--- config.mk ---
export PLATFORM = sky130hd
export DESIGN_NAME = pipe_hazard_ctrl
export DESIGN_NICKNAME = d
export VERILOG_FILES = /design/src/rtl/pipe_hazard_ctrl_pkg.sv /design/src/rtl/pipe_hazard_ctrl_hazard_detect.sv /design/src/rtl/pipe_hazard_ctrl.sv
export SDC_FILE = /design/constraint.sdc
export NUM_CORES = 1
export LEC_CHECK = 0
export BUFFER_PORTS_ARGS = -buffer_cell sky130_fd_sc_hd__buf_2
export CAP_MARGIN = 20
export CORE_MARGIN = 2
export CORE_UTILIZATION = 49
export CTS_BUF_LIST = sky130_fd_sc_hd__clkbuf_8
export DETAILED_ROUTE_END_ITERATION = 12
export PLACE_DENSITY = 0.81
export SLEW_MARGIN = 5
export SYNTH_ARGS = -nofsm -noshare
export SYNTH_HDL_FRONTEND = slang
export SYNTH_SLANG_ARGS = --single-unit
--- constraint.sdc ---
create_clock -name clk -period 1.8 [get_ports clk]
set_input_delay 0.18 -clock clk [delete_from_list [all_inputs] [get_ports clk]]
set_output_delay 0.18 -clock clk [all_outputs]
set_load 0.01 [all_outputs]
--- src/rtl/pipe_hazard_ctrl_pkg.sv ---
// Shared encodings and helpers for the pipeline stall/flush sequencer.
package pipe_hazard_ctrl_pkg;

  typedef enum logic [1:0] {
    ST_RUN      = 2'b00,
    ST_MEM_WAIT = 2'b01,
    ST_ERR      = 2'b10
  } state_e;

  localparam logic [4:0] REG_ZERO = 5'd0;
  localparam logic [1:0] WB_NOP   = 2'b00;

  function automatic logic [15:0] sat_inc16(input logic [15:0] v, input logic en);
    return (en && (v != 16'hFFFF)) ? v + 16'd1 : v;
  endfunction

endpackage

--- src/rtl/pipe_hazard_ctrl_hazard_detect.sv ---
// Combinational load-use compare between the load in EX and the reader in ID.
module hazard_detect
  import pipe_hazard_ctrl_pkg::*;
#(
  parameter int unsigned REG_AW = 5
) (
  input  logic [REG_AW-1:0] id_rs,
  input  logic [REG_AW-1:0] id_rt,
  input  logic              id_uses_rt,
  input  logic              ex_mem_read,
  input  logic [REG_AW-1:0] ex_rt,
  output logic              load_use
);

  // $zero never carries a real dependency
  assign load_use = ex_mem_read && (ex_rt != REG_AW'(REG_ZERO)) &&
                    ((ex_rt == id_rs) || (id_uses_rt && (ex_rt == id_rt)));

endmodule

--- src/rtl/pipe_hazard_ctrl.sv ---
// Central stall/flush/freeze sequencer for the 5-stage pipeline.
// Optional HAZARD_PERF_EN adds saturating load-use/flush/freeze counters.
module pipe_hazard_ctrl
  import pipe_hazard_ctrl_pkg::*;
#(
  parameter int unsigned REG_AW      = 5,
  parameter int unsigned MEM_TIMEOUT = 16,
  parameter int unsigned CNT_W       = 8
) (
  input  logic              clk,
  input  logic              rst_n,
  input  logic [REG_AW-1:0] id_rs,
  input  logic [REG_AW-1:0] id_rt,
  input  logic              id_uses_rt,
  input  logic              ex_mem_read,
  input  logic [REG_AW-1:0] ex_rt,
  input  logic              ex_branch_taken,
  input  logic              mem_req,
  input  logic              mem_ready,
  output logic              pc_write,
  output logic              if_id_write,
  output logic              if_id_flush,
  output logic              id_ex_bubble,
  output logic              id_ex_write,
  output logic              ex_mem_write,
  output logic              mem_wb_bubble,
  output logic              mem_err,
  output logic [1:0]        state
`ifdef HAZARD_PERF_EN
  ,
  output logic [15:0]       perf_lu_stalls,
  output logic [15:0]       perf_flushes,
  output logic [15:0]       perf_mem_frz
`endif
);

  state_e            state_q;
  logic [CNT_W-1:0]  wait_cnt_q;
  logic              mem_err_q;
  logic              load_use;
  logic              freeze;

  hazard_detect #(.REG_AW(REG_AW)) u_hazard_detect (
    .id_rs       (id_rs),
    .id_rt       (id_rt),
    .id_uses_rt  (id_uses_rt),
    .ex_mem_read (ex_mem_read),
    .ex_rt       (ex_rt),
    .load_use    (load_use)
  );

  // The illegal 2'b11 encoding lands in default and behaves as ERR
  always_comb begin
    freeze = 1'b1;
    case (state_q)
      ST_RUN:      freeze = mem_req && !mem_ready;
      ST_MEM_WAIT: freeze = !mem_ready;
      default:     freeze = 1'b1;
    endcase
  end

  always_ff @(posedge clk) begin
    if (!rst_n) begin
      state_q    <= ST_RUN;
      wait_cnt_q <= '0;
      mem_err_q  <= 1'b0;
    end else begin
      case (state_q)
        ST_RUN: begin
          if (mem_req && !mem_ready) begin
            state_q    <= ST_MEM_WAIT;
            wait_cnt_q <= CNT_W'(1);
          end
        end
        ST_MEM_WAIT: begin
          if (mem_ready) begin
            state_q    <= ST_RUN;
            wait_cnt_q <= '0;
          end else if (wait_cnt_q == CNT_W'(MEM_TIMEOUT - 1)) begin
            state_q   <= ST_ERR;
            mem_err_q <= 1'b1;
          end else begin
            wait_cnt_q <= wait_cnt_q + 1'b1;
          end
        end
        default: begin
          state_q   <= ST_ERR;
          mem_err_q <= 1'b1;
        end
      endcase
    end
  end

  // Branch beats load-use: the stalled ID instruction is squashed anyway
  always_comb begin
    pc_write      = 1'b1;
    if_id_write   = 1'b1;
    if_id_flush   = 1'b0;
    id_ex_bubble  = 1'b0;
    id_ex_write   = 1'b1;
    ex_mem_write  = 1'b1;
    mem_wb_bubble = 1'b0;
    if (freeze) begin
      pc_write      = 1'b0;
      if_id_write   = 1'b0;
      id_ex_write   = 1'b0;
      ex_mem_write  = 1'b0;
      mem_wb_bubble = 1'b1;
    end else if (ex_branch_taken) begin
      if_id_flush  = 1'b1;
      id_ex_bubble = 1'b1;
    end else if (load_use) begin
      pc_write     = 1'b0;
      if_id_write  = 1'b0;
      id_ex_bubble = 1'b1;
    end
  end

  assign mem_err = mem_err_q;
  assign state   = state_q;

`ifdef HAZARD_PERF_EN
  logic [15:0] perf_lu_q, perf_fl_q, perf_frz_q;

  always_ff @(posedge clk) begin
    if (!rst_n) begin
      perf_lu_q  <= '0;
      perf_fl_q  <= '0;
      perf_frz_q <= '0;
    end else begin
      perf_lu_q  <= sat_inc16(perf_lu_q, !freeze && !ex_branch_taken && load_use);
      perf_fl_q  <= sat_inc16(perf_fl_q, !freeze && ex_branch_taken);
      perf_frz_q <= sat_inc16(perf_frz_q, freeze);
    end
  end

  assign perf_lu_stalls = perf_lu_q;
  assign perf_flushes   = perf_fl_q;
  assign perf_mem_frz   = perf_frz_q;
`endif

endmodule

==> summary.txt <==
Detailed routing
  – Routed vias/inst: 5.59
  – Routed via count: 816
  – DRT Wirelength: 1740 um
  – Final ANT Viol Nets: 0
  – WL per Instance: 11.9 um
  – DRC: 0
  – Drt pass-1 iters: 4
  – Initial DRC count: 11

Floorplan
  – Row count: 14
  – Chip Height: 44.5 um
  – DIE AREA: 0.00198 mm2
  – Die X: 44.5 um
  – I/O pin count: 32
  – Core area: 0.00152 mm2
  – Starting Density: 0.527

Hold path
  – Type of the worst min-delay path: in -> reg

Global route
  – Total GRT Usage: 0.193
  – Global-route wire length before repair: 2920 um
  – Vias in the first global route: 734
  – Largest net degree at the start of global routing: 13
  – Initial antenna violation count: 0
  – Total gr overflow: 0

Logic synthesis
  – Synthesis Warnings: 0
  – Synth Register Bits: 11
  – Dominant synthesized flop cell: dfxtp_1
  – Post-synth ARST share: 0
  – Post-Syn Instances: 98
  – Post-Syn Nets: 121
  – Synth cell types: 39
  – Syn_area_per_cell: 8.20 um2
  – EDFF count, synth: 0
  – Register area share after synthesis: 0.274
  – Syn Std Cell Area: 803 um2

Finish
  – Layout cell share with drive strength beyond 1: 0.331
  – Nets@finish: 154
  – Layout Area Growth over Synthesis: 24.5%
  – Most common cell after layout, fill and taps aside: buf_2
  – Most frequent cells in the layout: buf_2, dfxtp_1, xor2_1, o21ai_0, inv_1
  – Post-route cell area: 1000 um2
  – Fin util: 0.656
  – # diodes: 0

Critical path
  – CP max FO: 8
  – Setup Crit Path Kind: reg -> out
  – Buf/Inv on CP: 2
  – Kind of end point of the critical path: output port
  – Worst Setup Start Kind: flip-flop
  – WP data arrival: 1.39 ns
  – Crit path cell chain: nor2_1 -> o21ba_2 -> inv_1 -> o31ai_1 -> buf_2
  – Worst path slowest cell: dfxtp_1
  – Worst path required time: 1.62 ns
  – Crit path max-delay family: compound AO/OA/AOI/OAI gates
  – Worst path max stage delay: 0.36 ns

CTS
  – CTS tree: built
  – Inserted Clock Buffers: 3
  – Postcts setup bufs: 0
  – Clock slew at reported path FFs: 0.05 ns
  – Clock Path Buffers: 2
  – Clk_lat worst skew: 0.24 ns
  – Post-CTS Resized: 0
  – Post-CTS Hold Fix Bufs: 0
  – CTS HTree Levels: 1
  – Clock sink count: 11
  – Clock root cell: clkbuf_8

STA
  – Final hold violations: 0
  – Slew @ Worst Pin: 0.464 ns
  – RSZ-0062 raised after global routing: false
  – Slew margin rel.: 0.689
  – Layout Skew: 0.00469 ns
  – Setup TNS: 0 ns
  – Max Slew Vio Count: 0
  – Min setup slack post-route: 0.231 ns
  – Period utilisation layout: 0.871
  – Peak Freq: 0.637 GHz
  – Setup Viol. Count Final: 0
  – Fin crit period: 1.57 ns

Place
  – Routability congestion estimate: 0.852
  – Post-DP HPWL: 1420 um
  – Cell Area, Placed: 955 um2
  – Port-buffer cells: 31
  – Worst slack, placed: 0.250 ns

Flow run
  – Max-Cap Viols: 0

Pwr
  – Pwr Density: 601 mW/mm2
  – Final Total Pwr: 600 uW
  – Peak VDD IR: 408 uV
  – Leakage: 0.000454 uW

Status
  – Outcome: finished clean
synth_stat cells (2+ instances only):
master / instances / area share
dfxtp_1: 11 / 0.27
o21ai_0: 9 / 0.056
xor2_1: 9 / 0.098
inv_1: 7 / 0.033
nand2_1: 7 / 0.033
a21oi_1: 4 / 0.025
nor2_1: 4 / 0.019
nor3_1: 4 / 0.025
buf_4: 3 / 0.028
nor3b_1: 3 / 0.028
o21a_1: 3 / 0.028
a31oi_1: 2 / 0.016
nand3_1: 2 / 0.012
nor4_1: 2 / 0.016
o211a_1: 2 / 0.025
o31a_1: 2 / 0.022
o31ai_1: 2 / 0.019
cells by family after synthesis:
family,synth area share
AO/OA/AOI/OAI,0.294
XOR/XNOR,0.109
adder cells (fa/ha/maj),0.0156
buffers and inverters,0.0810
flip-flops,0.274
multiplexers,0.0125
AND/OR/NAND/NOR,0.213
stage by stage:
| stage | instances | hold slack [ns] |
|---|---|---|
| finish | 146 | 0.272 |
| global placement | 142 | 0.452 |
| CTS | 146 | 0.271 |
| detailed placement | 142 | 0.463 |
| global route | 146 | 0.286 |
| floorplan | 98 | 0.342 |
worst register-to-register path, stage by stage, from the launching register on:
cell and delay [ns]:
dfxtp_1 0.35, or3_2 0.53, nor2_4 0.17, a31oi_1 0.21, o21ai_0 0.21
layer usage:
metal / vias to the layer above / share of wire / track usage
met4: 0 / 0.0040 / 0.0182
met5: - / 0 / 0
met2: 12 / 0.47 / 0.325
li1: 425 / - / -
met1: 377 / 0.49 / 0.250
met3: 2 / 0.036 / 0.0612
where the power goes:
group | leakage [uW] | switching, uW | total [uW] | internal (uW)
Sequential | 0.0000890 | 3.01 | 251 | 248
Clock | 0.0000269 | 86.0 | 235 | 149
Combinational | 0.000338 | 59.2 | 115 | 55.6
path summary, 6_finish.rpt:
check / startpoint / to / slack, ns / cells past startpoint
min reg2reg: wait_cnt_q[7]$_SDFFE_PN0P_ / wait_cnt_q[7]$_SDFFE_PN0P_ / 0.47 / 1
max reg2reg: wait_cnt_q[5]$_SDFFE_PN0P_ / wait_cnt_q[6]$_SDFFE_PN0P_ / 0.26 / 4
max: state[0]$_SDFFE_PN0P_ / id_ex_bubble / 0.23 / 5
min: rst_n / wait_cnt_q[7]$_SDFFE_PN0P_ / 0.27 / 3
cell type report:
class / count / area (um2)
Clock inverter: 1 / 3.75
Clock buffer: 3 / 41.3
Timing Repair Buffer: 33 / 170
Inverter: 7 / 26.3
Sequential cell: 11 / 220
Tap cell: 16 / 20.0
Fill cell: 130 / 524
Multi-Input combinational cell: 75 / 518
flip-flops by register name, summed over array words and instances, names as in the netlist:
| register | flops |
|---|---|
| wait_cnt_q | 8 |
| state | 2 |
| mem_err | 1 |
Note: power is estimated with default switching activity, not from simulation.
